[src/rtl/arbitro_rr_4.sv]
// Round-robin arbiter sharing one ANCHO-bit output among four valid/ready requesters, bursts up to MAX_RAFAGA beats.
// Latency: one cycle request-to-grant, one cycle beat-to-output; one idle cycle between grants.
// Backpressure: a stalled output stage deasserts req_ready of the granted requester; other requesters always wait.
module arbitro_rr_4 #(
    parameter int ANCHO      = 8,
    parameter int MAX_RAFAGA = 4
) (
    input  logic             clk,
    input  logic             rst_n,
    input  logic [3:0]       req_valid,
    input  logic [3:0]       req_last,
    input  logic [ANCHO-1:0] dat_a,
    input  logic [ANCHO-1:0] dat_b,
    input  logic [ANCHO-1:0] dat_c,
    input  logic [ANCHO-1:0] dat_d,
    output logic [3:0]       req_ready,
    output logic             out_valid,
    output logic [ANCHO-1:0] out_data,
    output logic             out_last,
    input  logic             out_ready,
    output logic [1:0]       sel,
    output logic             ocupado
);

    localparam int CW = ($clog2(MAX_RAFAGA + 1) > 1) ? $clog2(MAX_RAFAGA + 1) : 1;

    typedef enum logic {IDLE, GRANT} estado_t;

    estado_t          estado;
    logic [1:0]       puntero;
    logic [CW-1:0]    cuenta;
    logic [1:0]       ganador;
    logic             hay_req;
    logic             acepta;
    logic             transfer;
    logic             fin;
    logic [ANCHO-1:0] dat_sel;

    // Search starts at puntero so the requester after the last winner has priority.
    always_comb begin
        logic [1:0] idx;
        idx     = puntero;
        ganador = puntero;
        hay_req = 1'b0;
        for (int k = 0; k < 4; k++) begin
            idx = puntero + 2'(k);
            if (!hay_req && req_valid[idx]) begin
                ganador = idx;
                hay_req = 1'b1;
            end
        end
    end

    always_comb begin
        case (sel)
            2'd0:    dat_sel = dat_a;
            2'd1:    dat_sel = dat_b;
            2'd2:    dat_sel = dat_c;
            default: dat_sel = dat_d;
        endcase
    end

    assign acepta   = !out_valid || out_ready;
    assign ocupado  = (estado == GRANT);
    assign transfer = (estado == GRANT) && acepta && req_valid[sel];
    assign fin      = req_last[sel] || (cuenta == CW'(MAX_RAFAGA - 1));

    // Ready depends only on grant and output-stage occupancy, never on req_valid.
    always_comb begin
        req_ready = 4'b0000;
        if ((estado == GRANT) && acepta) begin
            req_ready[sel] = 1'b1;
        end
    end

    always_ff @(posedge clk or negedge rst_n) begin
        if (!rst_n) begin
            estado    <= IDLE;
            sel       <= 2'd0;
            puntero   <= 2'd0;
            cuenta    <= '0;
            out_valid <= 1'b0;
            out_data  <= '0;
            out_last  <= 1'b0;
        end else begin
            case (estado)
                IDLE: begin
                    if (hay_req) begin
                        sel    <= ganador;
                        cuenta <= '0;
                        estado <= GRANT;
                    end
                end
                GRANT: begin
                    if (transfer) begin
                        cuenta <= cuenta + 1'b1;
                        if (fin) begin
                            puntero <= sel + 2'd1;
                            estado  <= IDLE;
                        end
                    end
                end
                default: estado <= IDLE;
            endcase

            // A load wins over a consume so a simultaneous pair keeps out_valid high.
            if (transfer) begin
                out_data  <= dat_sel;
                out_last  <= fin;
                out_valid <= 1'b1;
            end else if (out_valid && out_ready) begin
                out_valid <= 1'b0;
            end
        end
    end

endmodule

[config.mk]
export PLATFORM = sky130hd
export DESIGN_NAME = arbitro_rr_4
export DESIGN_NICKNAME = d
export VERILOG_FILES = /design/src/rtl/arbitro_rr_4.sv
export SDC_FILE = /design/constraint.sdc
export NUM_CORES = 1
export LEC_CHECK = 0
export BUFFER_PORTS_ARGS = -buffer_cell sky130_fd_sc_hd__buf_2
export CAP_MARGIN = 40
export CORE_ASPECT_RATIO = 1.5
export CORE_UTILIZATION = 35
export CTS_CLUSTER_SIZE = 28
export DETAILED_ROUTE_END_ITERATION = 12
export PLACE_DENSITY = 0.72
export SLEW_MARGIN = 30
export SYNTH_ARGS = -nofsm -noshare
export SYNTH_HDL_FRONTEND = slang
export SYNTH_SLANG_ARGS = --single-unit
[constraint.sdc]
create_clock -name clk -period 2.5 [get_ports clk]
set_clock_uncertainty 0.2 [all_clocks]
set_input_delay 0.5 -clock clk [delete_from_list [all_inputs] [get_ports clk]]
set_output_delay 0.5 -clock clk [all_outputs]
set_load 0.01 [all_outputs]
## Yosys cells after proc, flatten, opt, wreduce, memory -nomap -nowiden

Cells that the tools add are included.

- Word-level logic and storage cells: 74
- Register bits: 18
- Bits of input ports: 43

- Bitwise gates (word level): 1
- Order comparisons: 6
- Muxes and demuxes: 32
- Eq/ne operators: 5
- Reduce and logical (&&, ||, !) cells: 18
- $add $sub $neg: 5

Operator list:

| cell | number |
|---|---|
| 8-bit case mux with 3 select lines | 1 |
| 1-bit two-way mux | 16 |
| 2-bit by 3-bit < comparator with 1-bit output (second input constant) | 5 |
| 1-bit binary-select mux with 2-bit select | 6 |
| 1-bit logical AND | 7 |
| 2-bit two-way mux | 3 |
| 3-bit two-way mux | 2 |
| 3-bit case mux with 2 select lines | 1 |
| 2-bit by 1-bit adder with 2-bit output (second input constant) | 2 |
| 2-bit adder (second input constant) | 2 |
| 1-bit logical NOT | 4 |
| 4-bit two-way mux | 1 |
| 2-bit AND reduction | 2 |
| 3-bit by 1-bit adder with 3-bit output (second input constant) | 1 |
| 3-bit by 2-bit equality test with 1-bit output (second input constant) | 1 |
| 3-bit AND reduction | 1 |
| 1-bit demux with 2-bit select | 1 |
| 2-bit by 1-bit equality test with 1-bit output (second input constant) | 1 |
| 2-bit equality test (second input constant) | 1 |
| 2-bit by 1-bit >= comparator with 1-bit output (second input constant) | 1 |
| 2-bit logical NOT | 1 |
| 1-bit logical OR | 2 |
| 2-bit by 1-bit inequality test with 1-bit output (second input constant) | 1 |
| 2-bit inequality test (second input constant) | 1 |
| other kinds (3) | 3 |

## Logic depth before layout (Yosys ltp)

Gate-level depths: netlist of the first run.

- Word-level depth: 14
- Depth in mapped cells: 7

## Worst setup path after synthesis of the first run

No wires, ideal clock.

- Path kind: reg2out
- From: register sel[0]
- To: output port req_ready[0]
- Cell stages (with the launch flop): 5
- Path slack: 0.591 ns
- Arrival: 1.209 ns
- Required time: 1.800 ns
- Path buffers: 1
- Cells stage by stage: dfrtp_1 > inv_1 > ha_1 > clkbuf_1 > and3_1

- Cells in the longest elaborated chain, start to end: 5
- Elaborated cells between the ends (all ways): 6

RTL lines:

| what | RTL line | source |
|---|---|---|
| start: declaration | 21 | `output logic [1:0] sel,` |
| start signal: assignment | 89 | `sel <= ganador;` |
| 2-bit by 3-bit < comparator with 1-bit output (implied by the code) or 2-bit by 1-bit >= comparator with 1-bit output (tied branches) | 72 | `req_ready[sel] = 1'b1;` |
| 1-bit logical AND (implied by the code) | 72 |  |
| 1-bit two-way mux (implied by the code) | 72 |  |
| 1-bit demux with 2-bit select * | 72 |  |
| 4-bit two-way mux * | 71 | `if ((estado == GRANT) && acepta) begin` |
| end: declaration | 16 | `output logic [3:0] req_ready,` |

Every way passes the cells marked *; elsewhere a longest branch is shown, timed or not.

## Final worst setup path of the first run

- From: register sel[0]
- To: output port req_ready[2]

Same word-level chain as after synthesis.

==> results.cfg, run 1 <==
[status]
status = complete, no violations

[timing]
max_slew.worst_pin.slew_ns = 0.548
rsz0062_at_grt = false
holdWs_ns = 0.279
setup_viol = 0
slew_viol_final = 0
relSlewSlack = 0.635
final_hold_viol_count = 0
period_minus_slack_ns = 2.32
max_freq_mhz = 431
finalSetupTns_ns = 0
fin_crit_sh = 0.929

[clocking]
cts_buffers = 3
cts_buffer_depth = 2
cts_sinks = 18
insertion_delay_ns = 0.25
root_buffer = clkbuf_8
ctsResizeCount = 0
cts_tree = built
cts_htree_levels = 1
path_clk_slew_ns = 0.06

[die]
fp.dieW_um = 47.8
initial_utilization = 0.375
die_y_um = 70.7
pin_count = 60
die-area_um2 = 3380
coreArea_um2 = 2940
fp-row-count = 24

[route]
ant_nets = 0
drt_wl_total_mm = 2.95
drc = 0
dr.pass1.iters = 6
vias_per_cell = 5.30
vias = 1135
drt_iter0_drc = 57
routedWlPerCell_um = 13.8

[place]
dpl.hpwl_mm = 2.26
gp_congestion = 0.759
port_buffers = 59

[flow_run]
max-cap-violations = 0

[synthesis]
synthCells = 120
ys_async_sr_fraction = 1.00
synthMostInstantiatedCell = dfrtp_1
yosys_warnings = 0
yosysTopAreaCellShare = 0.409
ys_seq_area_frac = 0.409
netlist_top_cells_count = dfrtp_1, o21ai_0, a21oi_1
synth.largest_area_cell = dfrtp_1
mappedNetlistArea_um2 = 1100
avgSynthCellArea_um2 = 9.19
ys_types = 25
synth-edff-count = 0
synth_nets = 170
ys_ff_latch = 18
synth_area_leaders = dfrtp_1, ha_1, a222oi_1
synth_ff_type = dfrtp_1

[pwr]
ir_drop_v = 0.000561
power_leakage_nw = 0.767
power_density_nw_per_um2 = 1170

[setup_path]
timing.rr.start = sel[0]
setup.worst_path.class = reg2out
start_kind = register
cp.required_ns = 1.80
startpoint = sel[0]
path_max_fanout = 9
cp-end-kind = primary output
critPathArrivalTime_ns = 1.62

[min_path]
hold_path.class = reg2reg
hold_start = out_data[4]

[cells_and_area]
nNetsFinal = 227
fillers = 314
syn_to_final_growth_pct = 32.9
n_antenna_cell = 0
drive_gt1_frac = 0.389

[global_route]
antenna_found_initial = 0
grt_pass1_vias = 1088
grt_max_degree = 26
grt_usage = 0.188
grt_overflow_total = 0
grt_pass1_wl_mm = 4.65
[metal layers]
layer  global-route usage  share of wire  vias to the layer above
li1                     -              -                      543
met1                0.222           0.42                      529
met2                0.320           0.49                       59
met3               0.0383          0.079                        4
met4               0.0648          0.014                        0
met5                    0              0                        -
[registers in the layout (all words and copies together) (netlist names)]
signal,cells
sel,2
cuenta,3
out_valid,1
ocupado,1
puntero,2
out_last,1
out_data,8
[cells by family after synthesis]
| kind of cell | synth area share |
|---|---|
| flops | 0.409 |
| mux | 0.0636 |
| buf+inv | 0.0534 |
| compound gates | 0.218 |
| simple gates | 0.177 |
| fa+ha+maj | 0.0795 |
[power breakdown]
group	switching (W)	internal [W]	leakage, nW	total (W)
sequential	0.000138	0.000434	0.221	0.000571
clock	0.0000927	0.000107	0.0216	0.000200
combinational	0.000527	0.000416	0.524	0.000943
[worst max-delay path, stage by stage, from the launching register on]
cell     delay, ns
dfrtp_1       0.55
inv_1         0.12
ha_1          0.35
and3_1        0.22
buf_2         0.13
[per-stage QoR]
stage	instances	setup slack (ns)	utilization	instance area, um^2	total power (W)
2_1_floorplan	120	0.591	-	1100	0.00122
3_3_place_gp	210	0.438	0.480	1410	0.00148
3_5_place_dp	210	0.404	0.480	1410	0.00152
4_1_cts	214	0.161	0.498	1470	0.00172
5_1_grt	214	0.0630	0.498	1470	0.00188
6_report	214	0.177	0.498	1470	0.00171
[timing repair]
| item | CTS | global route |
|---|---|---|
| buffers inserted | 0 | 0 |
| hold buffers | 1 | 0 |
| hold endpoints to repair | 18 | 0 |
[cell type report]
type / count / area, um^2 / share of cell area
multi-input cells: 87 / 593 / 0.405
flip-flops and latches: 18 / 450 / 0.307
repair buffers: 60 / 305 / 0.208
well taps: 39 / 48.8 / 0.0333
clock buffers: 3 / 41.3 / 0.0282
inverters: 7 / 26.3 / 0.0179
[worst paths after layout]
check / depth (start not counted) / slack [ns] / endpoint
hold / removal: 2 / 0.28 / out_data[4]
hold reg to reg: 2 / 0.28 / out_data[4]
setup / recovery: 4 / 0.18 / req_ready[2]
setup reg to reg: 4 / 0.41 / puntero[1]
max in group asynchronous: 2 / 1.31 / cuenta[0]
min in group asynchronous: 2 / 0.51 / out_valid
[cells in the final DEF (no fill, tap or decap)]
master	Yosys	final
inv_1	7	7
mux2i_1	1	1
nor2_4	1	1
dlygate4sd3_1	0	1
mux2_4	1	1
nor2_1	10	10
or2_2	1	1
clkbuf_8	0	3
o21ai_0	14	14
nand3_4	1	1
ha_1	7	7
a222oi_1	8	8
nor4_1	1	1
nand3_1	3	3
nand2b_1	3	3
nand2_1	12	12
nor2b_1	2	2
a21oi_1	13	13
dfrtp_1	18	18
mux4_2	2	2
buf_2	2	59
o221ai_1	1	1
and3_1	4	4
o32ai_1	1	1
a21o_1	1	1
Power figures use the tool's default switching activity.
==> run 2, diff against run 1 <==
Settings changed: CTS_CLUSTER_DIAMETER from default to 200, PLACE_DENSITY 0.72 to 0.75.
Clock period 2.5 ns to 2.1 ns, I/O delays scaled along.
==> run 2 against run 1 <==
  * Sequential power increased by 16%
  * Critical path depth unchanged
  * Clock power increased by 47%
  * Combinational power increased by 24%
  * Worst hold slack got worse by 0.031 ns
  * Non-clock buffer count increased by 3
  * Cell count increased by 1.9%
  * Utilization increased by 1.4 points
==> results.cfg, run 2 (same netlist as run 1, synthesis figures left out) <==
[pwr]
power_density_nw_per_um2 = 1410
switching_share = 0.426
ir_drop_v = 0.000601
pwr-share-clk = 0.138
seqPwrFrac = 0.311
pwr-share-comb = 0.551
intPower_w = 0.00122
power_switching_w = 0.000905
power_leakage_nw = 0.785

[route]
drt_wl_total_mm = 2.91
drc = 0
dr.pass1.iters = 4
ant_nets = 0
vias_per_cell = 5.14
vias = 1120
routedWlPerCell_um = 13.3
drt_iter0_drc = 39

[cells_and_area]
final_common_cell = buf_2
largest_register_ffs = 8
fillers = 287
seq_area_um2 = 452
multiInputGateArea_um2 = 598
nNetsFinal = 230
final_core_util = 0.512
mostFrequentLayoutCells = buf_2, dfrtp_1, o21ai_0, a21oi_1, nand2_1
syn_to_final_growth_pct = 36.8
top_register = out_data
biggestRegsByFlops = out_data x8, cuenta x3
drive_gt1_frac = 0.419
n_antenna_cell = 0

[clocking]
cts_tree = built
cts_sinks = 18
postCtsSetupBuffers = 0
cts_htree_levels = 1
cts_buffers = 3
root_buffer = clkbuf_8
cts_buffer_depth = 2
insertion_delay_ns = 0.26
path_clk_slew_ns = 0.07

[flow_run]
max-cap-violations = 0

[die]
initial_utilization = 0.375
die_y_um = 70.7
coreArea_um2 = 2940
fp-row-count = 24
pin_count = 60
die-area_um2 = 3380
fp.dieW_um = 47.8

[global_route]
grt_pass1_vias = 1023
grt_max_degree = 24
grt_usage = 0.178
grt_pass1_wl_mm = 4.34
antenna_found_initial = 0
grt_overflow_total = 0

[timing]
relSlewSlack = 0.714
slew_viol_final = 0
setup_viol = 0
max_freq_mhz = 483
period_minus_slack_ns = 2.07
max_slew.worst_pin.slew_ns = 0.429
rsz0062_at_grt = true
final_hold_viol_count = 0
fin_crit_sh = 0.985
setup_ws_ns = 0.0307

[setup_path]
setup.worst_path.class = reg2out
crit_chain = inv_1 -> ha_2 -> and3_1 -> buf_2
slowest_delay_ns = 0.48
timing.rr.start = sel[0]
critPathSlowestCell = dfrtp_2
start_kind = register
cp-end-kind = primary output
critPathArrivalTime_ns = 1.45
path_max_fanout = 9
startpoint = sel[0]
cp.required_ns = 1.48

[place]
gp_congestion = 0.779
dpl.hpwl_mm = 2.27
port_buffers = 59
place_ws_ns = 0.158

[status]
status = complete, no violations

[min_path]
hold_path.class = in2reg
hold_start = dat_d[3]
==> run 2: per-stage QoR <==
stage	cells	TNS (ns)	hold slack [ns]	power [W]	cell area, um^2
floorplan	120	0	-0.0756	0.00145	1100
global placement	213	0	0.171	0.00180	1440
finish	218	0	0.248	0.00212	1510
global route	218	-0.152	0.258	0.00233	1510
CTS	218	0	0.242	0.00214	1510
detailed placement	213	0	0.179	0.00183	1440
==> run 2: final cells by class <==
cell class / count / area share
clock buffer: 4 / 0.0365
inverter: 7 / 0.0174
timing repair buffer: 63 / 0.217
tap: 39 / 0.0324
multi-input combinational: 87 / 0.397
sequential: 18 / 0.300
==> run 2: what timing repair did <==
item,CTS,global route
setup endpoints to repair,3,3
hold buffers,1,0
hold endpoints to repair,18,0
gates resized for setup,3,0
==> run 2: power groups by stage <==
stage          clock network (W)  registers, W  logic [W]
5_1_grt                 0.000311      0.000686    0.00133
6_report                0.000294      0.000661    0.00117
4_1_cts                 0.000299      0.000658    0.00118
3_5_place_dp                   0      0.000661    0.00117
2_1_floorplan                  0      0.000704   0.000746
3_3_place_gp                   0      0.000656    0.00114
==> run 2: critical path: cells and delay by family, from the launching register on <==
kind                     cells  cell delay [ns]
flip-flops                   1             0.48
adder cells (fa/ha/maj)      1             0.27
buffers and inverters        2             0.24
AND/OR/NAND/NOR              1             0.19
==> run 2: layer usage <==
metal	global-route usage	routed length, um	vias to the layer above
met5	0	0	-
met4	0.0833	61	0
met3	0.0332	227	5
met2	0.294	1390	52
met1	0.210	1230	513
li1	-	-	550
==> run 2: final timing paths <==
check                                to  slack (ns)  cells past startpoint
setup reg to reg            out_data[2]        0.24                      4
max in group asynchronous        sel[0]        0.96                      2
hold reg to reg             out_data[0]        0.28                      2
hold / removal              out_data[3]        0.25                      3
min in group asynchronous   out_data[6]        0.42                      2
setup / recovery           req_ready[0]        0.03                      4
